`src/rtl/yuv_pkg.sv`:
```
// yuv_pkg
// Shared types and default widths for the YUV 4:2:2 pair sequencer.
//   Y_W          : luma width (unsigned)
//   C_W          : chroma width (signed)
//   CONV_LATENCY : register stages inside the shared YUV->RGB converter
//   rgb888_t     : packed 8:8:8 pixel
//   pix_tag_t    : per-pixel tag travelling alongside the converter
//   rgb_beat_t   : one output FIFO entry
package yuv_pkg;

    localparam int Y_W          = 12;
    localparam int C_W          = 12;
    localparam int CONV_LATENCY = 3;

    typedef logic [23:0] rgb888_t;

    typedef struct packed {
        logic valid;
        logic sof;
        logic eol;
    } pix_tag_t;

    typedef struct packed {
        rgb888_t rgb;
        logic    sof;
        logic    eol;
    } rgb_beat_t;

endpackage

```
`src/rtl/yuv_sync_fifo.sv`:
```
// yuv_sync_fifo
// First-word-fall-through synchronous FIFO of rgb_beat_t.
//   clk, rst_n : clock, async active-low reset (empties the FIFO)
//   wr_en      : push wr_data (ignored while full)
//   rd_en      : pop head (ignored while empty)
//   rd_data    : current head, valid whenever empty=0
//   full/empty : occupancy flags
//   count      : occupancy, 0..DEPTH
module yuv_sync_fifo
    import yuv_pkg::*;
#(
    parameter int DEPTH = 8
) (
    input  logic                       clk,
    input  logic                       rst_n,
    input  logic                       wr_en,
    input  rgb_beat_t                  wr_data,
    input  logic                       rd_en,
    output rgb_beat_t                  rd_data,
    output logic                       full,
    output logic                       empty,
    output logic [$clog2(DEPTH+1)-1:0] count
);

    localparam int AW = $clog2(DEPTH);
    localparam int CW = $clog2(DEPTH + 1);

    rgb_beat_t       mem [DEPTH];
    logic [AW-1:0]   wr_ptr;
    logic [AW-1:0]   rd_ptr;
    logic [CW-1:0]   count_q;
    logic            wr_ok;
    logic            rd_ok;

    assign full    = (count_q == CW'(DEPTH));
    assign empty   = (count_q == '0);
    assign count   = count_q;
    assign wr_ok   = wr_en && !full;
    assign rd_ok   = rd_en && !empty;
    assign rd_data = mem[rd_ptr];

    // Storage carries no reset; the pointers/count define what is valid.
    always_ff @(posedge clk) begin
        if (wr_ok) begin
            mem[wr_ptr] <= wr_data;
        end
    end

    always_ff @(posedge clk or negedge rst_n) begin
        if (!rst_n) begin
            wr_ptr  <= '0;
            rd_ptr  <= '0;
            count_q <= '0;
        end else begin
            if (wr_ok) begin
                wr_ptr <= wr_ptr + AW'(1);
            end
            if (rd_ok) begin
                rd_ptr <= rd_ptr + AW'(1);
            end
            case ({wr_ok, rd_ok})
                2'b10:   count_q <= count_q + CW'(1);
                2'b01:   count_q <= count_q - CW'(1);
                default: count_q <= count_q;
            endcase
        end
    end

endmodule

```
`src/rtl/yuv_pair_sequencer.sv`:
```
// yuv_pair_sequencer
// Splits 4:2:2 sample pairs into one pixel per clock for the shared,
// non-stallable YUV->RGB converter, re-aligns sof/eol with the converter
// output and buffers the results in a FWFT FIFO. Input acceptance is
// credit-gated so the FIFO can never overflow.
//   s_*      : sample-pair input stream (valid/ready)
//   conv_*   : converter drive (conv_rst = ~rst_n) and its 24-bit result
//   m_*      : RGB888 output stream (valid/ready), data zeroed when idle
//   busy     : pair in progress or any pixel reserved downstream
//
// state  | meaning
// IDLE   | pixel 0 of a pair may be issued on handshake
// SECOND | pixel 1 of the held pair is issued on the next edge
module yuv_pair_sequencer #(
    parameter int CONV_LATENCY = yuv_pkg::CONV_LATENCY,
    parameter int FIFO_DEPTH   = 8,
    parameter int Y_W          = yuv_pkg::Y_W,
    parameter int C_W          = yuv_pkg::C_W
) (
    input  logic                  clk,
    input  logic                  rst_n,
    input  logic                  s_valid,
    output logic                  s_ready,
    input  logic [Y_W-1:0]        s_y0,
    input  logic [Y_W-1:0]        s_y1,
    input  logic signed [C_W-1:0] s_u,
    input  logic signed [C_W-1:0] s_v,
    input  logic                  s_sof,
    input  logic                  s_eol,
    output logic                  conv_rst,
    output logic signed [Y_W:0]   conv_y,
    output logic signed [C_W-1:0] conv_u,
    output logic signed [C_W-1:0] conv_v,
    input  logic [23:0]           conv_rgb,
    output logic                  m_valid,
    input  logic                  m_ready,
    output logic [23:0]           m_rgb,
    output logic                  m_sof,
    output logic                  m_eol,
    output logic                  busy
);

    import yuv_pkg::*;

    localparam int RW = $clog2(FIFO_DEPTH + 1);

    typedef enum logic {
        IDLE,
        SECOND
    } state_t;

    state_t          state;
    state_t          state_nxt;
    logic [Y_W-1:0]  y1_hold;
    logic            eol_hold;
    pix_tag_t        tags [CONV_LATENCY+1];
    logic [RW-1:0]   reserved;
    logic [RW-1:0]   reserved_nxt;
    logic            accept;
    logic            pop;
    logic            fifo_wr;
    rgb_beat_t       fifo_din;
    rgb_beat_t       fifo_dout;
    logic            fifo_full;
    logic            fifo_empty;
    logic [RW-1:0]   fifo_count;
    int              tag_cnt;

    assign conv_rst = ~rst_n;
    assign accept   = s_valid && s_ready;
    assign pop      = m_valid && m_ready;

    // The tag leaving the last stage lines up with conv_rgb for that pixel.
    assign fifo_wr  = tags[CONV_LATENCY].valid;
    assign fifo_din = '{rgb: conv_rgb, sof: tags[CONV_LATENCY].sof, eol: tags[CONV_LATENCY].eol};

    // Credits: each accepted pair reserves two FIFO slots up front, released
    // one at a time as beats leave, so in-flight pixels always have room.
    always_comb begin
        reserved_nxt = reserved;
        if (accept) begin
            reserved_nxt = reserved_nxt + RW'(2);
        end
        if (pop) begin
            reserved_nxt = reserved_nxt - RW'(1);
        end
    end

    always_comb begin
        state_nxt = state;
        case (state)
            IDLE:    if (accept) state_nxt = SECOND;
            SECOND:  state_nxt = IDLE;
            default: state_nxt = IDLE;
        endcase
    end

    always_ff @(posedge clk or negedge rst_n) begin
        if (!rst_n) begin
            state    <= IDLE;
            conv_y   <= '0;
            conv_u   <= '0;
            conv_v   <= '0;
            y1_hold  <= '0;
            eol_hold <= 1'b0;
            reserved <= '0;
            s_ready  <= 1'b0;
            for (int i = 0; i <= CONV_LATENCY; i++) begin
                tags[i] <= '0;
            end
        end else begin
            tags[0] <= '0;
            for (int i = 1; i <= CONV_LATENCY; i++) begin
                tags[i] <= tags[i-1];
            end
            case (state)
                IDLE: begin
                    if (accept) begin
                        conv_y   <= {1'b0, s_y0};
                        conv_u   <= s_u;
                        conv_v   <= s_v;
                        y1_hold  <= s_y1;
                        eol_hold <= s_eol;
                        tags[0]  <= '{valid: 1'b1, sof: s_sof, eol: 1'b0};
                    end
                end
                SECOND: begin
                    conv_y  <= {1'b0, y1_hold};
                    tags[0] <= '{valid: 1'b1, sof: 1'b0, eol: eol_hold};
                end
                default: ;
            endcase
            state    <= state_nxt;
            reserved <= reserved_nxt;
            // Registered from next-state values: no path from m_ready/s_valid.
            s_ready  <= (state_nxt == IDLE) && (reserved_nxt <= RW'(FIFO_DEPTH - 2));
        end
    end

    yuv_sync_fifo #(
        .DEPTH (FIFO_DEPTH)
    ) u_fifo (
        .clk     (clk),
        .rst_n   (rst_n),
        .wr_en   (fifo_wr),
        .wr_data (fifo_din),
        .rd_en   (pop),
        .rd_data (fifo_dout),
        .full    (fifo_full),
        .empty   (fifo_empty),
        .count   (fifo_count)
    );

    assign m_valid = !fifo_empty;
    assign m_rgb   = m_valid ? fifo_dout.rgb : '0;
    assign m_sof   = m_valid && fifo_dout.sof;
    assign m_eol   = m_valid && fifo_dout.eol;
    assign busy    = (state != IDLE) || (reserved != '0);

    always_comb begin
        tag_cnt = 0;
        for (int i = 0; i <= CONV_LATENCY; i++) begin
            if (tags[i].valid) begin
                tag_cnt = tag_cnt + 1;
            end
        end
    end

    a_no_overflow: assert property (@(posedge clk) disable iff (!rst_n)
        !(fifo_wr && fifo_full))
        else $error("fifo write while full");

    a_credit_balance: assert property (@(posedge clk) disable iff (!rst_n)
        int'(reserved) == int'(fifo_count) + tag_cnt + ((state == SECOND) ? 1 : 0))
        else $error("reserved out of balance");

endmodule

```
`config.mk`:
```
export PLATFORM = sky130hd
export DESIGN_NAME = yuv_pair_sequencer
export DESIGN_NICKNAME = d
export VERILOG_FILES = /design/src/rtl/yuv_pkg.sv /design/src/rtl/yuv_sync_fifo.sv /design/src/rtl/yuv_pair_sequencer.sv
export SDC_FILE = /design/constraint.sdc
export NUM_CORES = 1
export LEC_CHECK = 0
export CORE_MARGIN = 2
export CORE_UTILIZATION = 32
export DETAILED_ROUTE_END_ITERATION = 16
export GPL_TIMING_DRIVEN = 0
export SETUP_SLACK_MARGIN = 0.3
export SLEW_MARGIN = 5
export SYNTH_ARGS = -nofsm -noshare
export SYNTH_HDL_FRONTEND = slang
export SYNTH_HIERARCHICAL = 1
export SYNTH_SLANG_ARGS = --single-unit
```
`constraint.sdc`:
```
create_clock -name clk -period 3.3 [get_ports clk]
set_input_delay 0.825 -clock clk [delete_from_list [all_inputs] [get_ports clk]]
set_output_delay 0.825 -clock clk [all_outputs]
set_load 0.03 [all_outputs]
```
==> results of run 1 <==
-- power breakdown --
| group | total, mW | internal (mW) | switching (mW) | leakage, nW |
|---|---|---|---|---|
| clock | 3.15 | 1.80 | 1.35 | 0.447 |
| sequential | 5.06 | 4.66 | 0.393 | 2.84 |
| combinational | 5.90 | 2.69 | 3.21 | 2.36 |
| total | 14.1 | 9.15 | 4.96 | 5.65 |
-- layout make-up --
type | count | area (sq um)
clock buffer | 47 | 866
sequential | 285 | 8180
buffer | 32 | 315
multi-input combinational | 333 | 3160
fill | 3207 | 20500
tap | 461 | 577
inverter | 10 | 37.5
timing repair buffer | 172 | 1750
clock inverter | 9 | 57.6
-- layer usage --
layer	vias to the layer above	wire length, microns
met2	199	11900
met3	37	1710
li1	2903	-
met4	0	487
met1	3203	11500
met5	-	0
-- critical path, stage by stage, from the launching register on --
cell and delay [ns]:
dfrtp_2 0.42, buf_12 0.16, buf_12 0.16, mux4_1 0.55, mux2_2 0.28, nor2b_1 0.14
buf_4 0.18
-- sequential cells by signal, summed over array words and instances, names as in the netlist --
signal,flops
u_fifo/mem,208
conv_u,12
conv_v,12
conv_y,12
y1_hold,12
tags,9
reserved,4
u_fifo/count,4
u_fifo/rd_ptr,3
u_fifo/wr_ptr,3
fifo_din,2
eol_hold,1
fifo_wr,1
s_ready,1
state,1
-- final timing paths --
| kind | endpoint | depth (start not counted) | slack [ns] |
|---|---|---|---|
| max | m_rgb[8] | 6 | 0.03 |
| min reg2reg | fifo_wr | 0 | 0.35 |
| min | state | 1 | 0.16 |
| min in group clk | fifo_wr | 0 | 0.35 |
| max reg2reg | u_fifo/count[3] | 11 | 0.46 |
| max in group asynchronous | conv_v[4] | 2 | 2.62 |
-- what timing repair did --
item | in CTS | in global routing
setup endpoints to repair | 29 | 30
setup buffers | 9 | 6
hold endpoints to repair | 0 | 0
pin swaps | 1 | 2
gates resized for setup | 174 | 39
gates cloned | 0 | 3
-- per-stage QoR --
step	instance area, sq um	std cells	hold WS (ns)	power, mW
3_3_place_gp	13500	1264	0.334	10.6
3_5_place_dp	13800	1275	0.335	10.8
2_1_floorplan	11500	660	0.331	8.59
5_1_grt	14900	1349	0.163	14.8
6_report	14900	1349	0.162	14.1
4_1_cts	14800	1340	0.133	14.0
==> impl_results.md, run 1 <==
* Status: finished, final reports clean
* # Max-Cap Violations at 0
* Met2 Usage GRT at 21.5%
* DR vias/cell at 4.70
* 1st-iter DRT viols at 343
* Max Fclk at 306 MHz
* CP Max Fanout at 10
* Port bufs at 143
* RSZ-0062 raised after global routing: true
* Worst R2R Start: u_fifo/count[0]
* Rows at 69
* First-pass GRT wire length at 39.3 mm
* Final slew viol count at 0
* Nets at 951
* Largest net degree at the start of global routing at 61
* Synth warn at 6
* WL/cell at 19.0 microns
* Worst setup SP type: register
* Worst Skew at 0.0144 ns
* Starting Density at 32.4%
* CP Launch Point: u_fifo/rd_ptr[0]
* Die height at 194 microns
* Post-layout util at 42.1%
* Final worst slack at 0.0283 ns
* Setup_tns at 0 ns
* Final setup violation count at 0
* Clock latency on the worst-skew pair at 0.56 ns
* Detail Route Antenna Nets at 0
* I/O pin cnt at 145
* Final-report hold violation count at 0
* Floorplan core area at 0.0355 sq mm
* Highest-count cells in the layout ignoring fill and taps: 208 x edfxtp_1, 134 x nand2_1, 114 x clkdlybuf4s50_1
* Full die area at 0.0375 sq mm
* Clock Pin Slew Worst Setup and Hold Paths at 0.06 ns
* Place WS at -0.263 ns
* CTS H-tree lvls at 1
* LEAKAGE at 5.65 nW
* WS Path Type: register to output port
* Fraction of layout cells with a size suffix above 1 at 21.4%
* Worst hold path type: input pin to async pin
* Arrival time worst endpoint at 2.45 ns
* Die Wd at 194 microns
* Net Count, Synth at 746
* GR Overflow Total at 0
* Max VDD drop at 0.000578 V
* Diode count at 0
* Layout Area Growth over Synthesis at 30.0%
* Met3 Resource Use GR at 3.59%
* Max_slew headroom at 58.2%
* Global Route met1 Usage at 18.1%
* Period utilisation layout at 99.1%
* Final weighted congestion in routability-driven placement at 0.698
* Tot GR Track Use at 13.4%
* Tmin final at 3.27 ns
* CTS root buf: clkbuf_16
* CTS tree: yes
* Tightest Pin Transition at 0.625 ns
* Most common cell after layout, fill and taps aside: edfxtp_1
* Post-Syn Area at 0.0115 sq mm
* Number of buffers created by CTS at 31
* Vias at 6342
* Worst path required time at 2.47 ns
* WL final at 25.6 mm
* Synthesized area per cell at 17.4 sq um
* Total iterations of the first detailed-routing run at 4
* Power Dens Cells at 944 mW/mm^2
* DP HPWL at 15.9 mm
* CTS sink count at 285
* Vias in the first global route at 6827
* DRC viols at 0
* Crit path capture type: output port
* Clk buf depth at 3
* Antenna violations before repair at 0
* Cells after synthesis at 660
* GRT busiest layer: met2
* Cts hold-fix bufs at 0
Power figures use the tool's default switching activity.
==> run 2: changes to the inputs <==
--- a/config.mk
+++ b/config.mk
@@ -5,6 +5,7 @@
 export SDC_FILE = /design/constraint.sdc
 export NUM_CORES = 1
 export LEC_CHECK = 0
+export CAP_MARGIN = 20
 export CORE_MARGIN = 2
 export CORE_UTILIZATION = 32
 export DETAILED_ROUTE_END_ITERATION = 16
==> run 2 against run 1 <==
  * Register-to-register slack worse by 0.22 ns
  * First-iteration DRC count increased by 7.0%
  * Count of clock-buffer cells in the layout fell by 7
  * Routed wire length grew 2.3%
  * Hold slack better by 0.0085 ns
  * Design area is 1.4% higher
  * Non-clock buffer count unchanged
  * Die area is the same
  * Sequential share of layout area shrank 0.80 points
==> impl_results.md, run 2 (synthesis results as in run 1) <==
* Clock Pin Slew Worst Setup and Hold Paths at 0.06 ns
* Floorplan core area at 0.0355 sq mm
* Full die area at 0.0375 sq mm
* DP HPWL at 16.0 mm
* Port bufs at 143
* CP Launch Point: u_fifo/rd_ptr[0]
* Vias in the first global route at 6840
* Worst r2r path cells at 11
* WL/cell at 19.4 microns
* # Max-Cap Violations at 0
* Nets at 950
* Detail Route Antenna Nets at 0
* Power Dens Cells at 984 mW/mm^2
* Cts hold-fix bufs at 0
* RSZ-0062 raised after global routing: true
* Biggest register: u_fifo/mem
* Worst setup SP type: register
* Max VDD drop at 0.000691 V
* Final slew viol count at 0
* WL final at 26.2 mm
* Worst r2r dst: u_fifo/count[3]
* Total iterations of the first detailed-routing run at 4
* Final-report hold violation count at 0
* Max reg flops at 208
* Max Fclk at 305 MHz
* CTS sink count at 285
* Most common cell after layout, fill and taps aside: edfxtp_1
* Tmin final at 3.28 ns
* I/O pin cnt at 145
* CTS H-tree lvls at 1
* Fraction of layout cells with a size suffix above 1 at 27.0%
* LEAKAGE at 5.72 nW
* Final weighted congestion in routability-driven placement at 0.698
* Tightest Pin Transition at 0.713 ns
* Highest-count cells in the layout ignoring fill and taps: 208 x edfxtp_1, 134 x nand2_1, 114 x clkdlybuf4s50_1
* Final setup violation count at 0
* First-pass GRT wire length at 39.9 mm
* CTS root buf: clkbuf_16
* Delay of the slowest critical-path stage at 0.49 ns
* Design Area, Final at 0.0152 sq mm
* DR vias/cell at 4.68
* Hold slack final at 0.171 ns
* Tot GR Track Use at 13.6%
* Reg2Reg Setup Slack at 0.24 ns
* Antenna violations before repair at 1
* Clk buf depth at 3
* Layout Area Growth over Synthesis at 31.9%
* Vias at 6315
* Worst Skew at 0.0141 ns
* Die height at 194 microns
* Worst path required time at 2.47 ns
* CP Max Fanout at 5
* Placed Area at 0.0138 sq mm
* Max_slew headroom at 51.8%
* Most used cell, CP: clkbuf_16
* Rows at 69
* CTS tree: yes
* Worst hold path type: input pin to async pin
* 1st-iter DRT viols at 367
* Number of buffers created by CTS at 30
* Crit path capture type: output port
* Arrival time worst endpoint at 2.46 ns
* Largest net degree at the start of global routing at 61
* Die Wd at 194 microns
* Status: finished, final reports clean
* WS Path Type: register to output port
* Worst R2R Start: u_fifo/count[2]
* Worst path cell trace: clkbuf_16, clkbuf_16, mux4_2, mux2_4, nor2b_1, buf_4
* Clock latency on the worst-skew pair at 0.56 ns
* GR Overflow Total at 0
* Worst Setup EP: m_rgb[9]
* Period utilisation layout at 99.5%
* Critical path's slowest cell: mux4_2
* Starting Density at 32.4%
* DRC viols at 0
run 2: cell count changes in the layout (fill, tap and decap cells not counted), moves of 4 or more:
cell and delta:
mux4_1 -37, mux4_2 +37, buf_6 +18, mux2_2 -17, mux2_4 +17, nor2b_1 -17
buf_2 -15, nor2b_4 +15, buf_4 -6, clkbuf_8 -5, clkbuf_16 +4
run 2: where the power goes:
part           internal [mW]  switching (mW)
sequential              4.66           0.421
combinational           3.34            3.37
clock                   1.76            1.36
total                   9.76            5.15
run 2: how the worst min path moves through the flow:
stage	start	endpoint	slack, ns
detailed placement	tags[4]	fifo_din[1]	0.33
finish	rst_n	conv_u[0]	0.17
CTS	rst_n	u_fifo/rd_ptr[0]	0.14
floorplan	tags[3]	fifo_din[0]	0.33
global route	rst_n	conv_u[0]	0.17
global placement	tags[10]	tags[7]	0.33
run 2: metrics by stage:
| stage | instances | total power [mW] | setup slack [ns] | TNS (ns) | utilization, % |
|---|---|---|---|---|---|
| floorplan | 660 | 8.59 | 0.324 | 0 | - |
| global placement | 1264 | 10.6 | -2.42 | -191.40 | 38.1 |
| detailed placement | 1275 | 10.8 | -0.264 | -3.68 | 38.9 |
| CTS | 1336 | 14.3 | -0.00603 | -0.0109 | 41.7 |
| global route | 1349 | 15.7 | -0.0508 | -0.365 | 42.7 |
| finish | 1350 | 14.9 | 0.0181 | 0 | 42.7 |
run 2: repair_timing:
item / CTS / global route
setup endpoints to repair: 29 / 30
buffers inserted: 5 / 5
cloned: 0 / 8
pin swaps: 0 / 1
resized for setup: 229 / 96
run 2: critical path, delay by kind of cell, from the launching register on:
family                 cells  cell delay [ns]
buffers and inverters      3             0.53
muxes                      2             0.76
DFF                        1             0.47
and+or+nand+nor            1             0.12
run 2: layout make-up:
class                           instances  area [sq um]
Tap cell                              461           577
Inverter                               10          37.5
Antenna cell                            1          2.50
Clock buffer                           40           788
Sequential cell                       285          8180
Clock inverter                         16           128
Timing Repair Buffer                  172          1950
Buffer                                 32           318
Multi-Input combinational cell        333          3180
Fill cell                            3156         20300
run 2: routing by layer:
metal | share of wire, % | vias up | global-route usage, %
met3 | 7.3 | 32 | 3.57
li1 | - | 2880 | -
met5 | 0 | - | 0
met2 | 47 | 232 | 21.8
met4 | 1.7 | 0 | 2.91
met1 | 44 | 3171 | 18.7
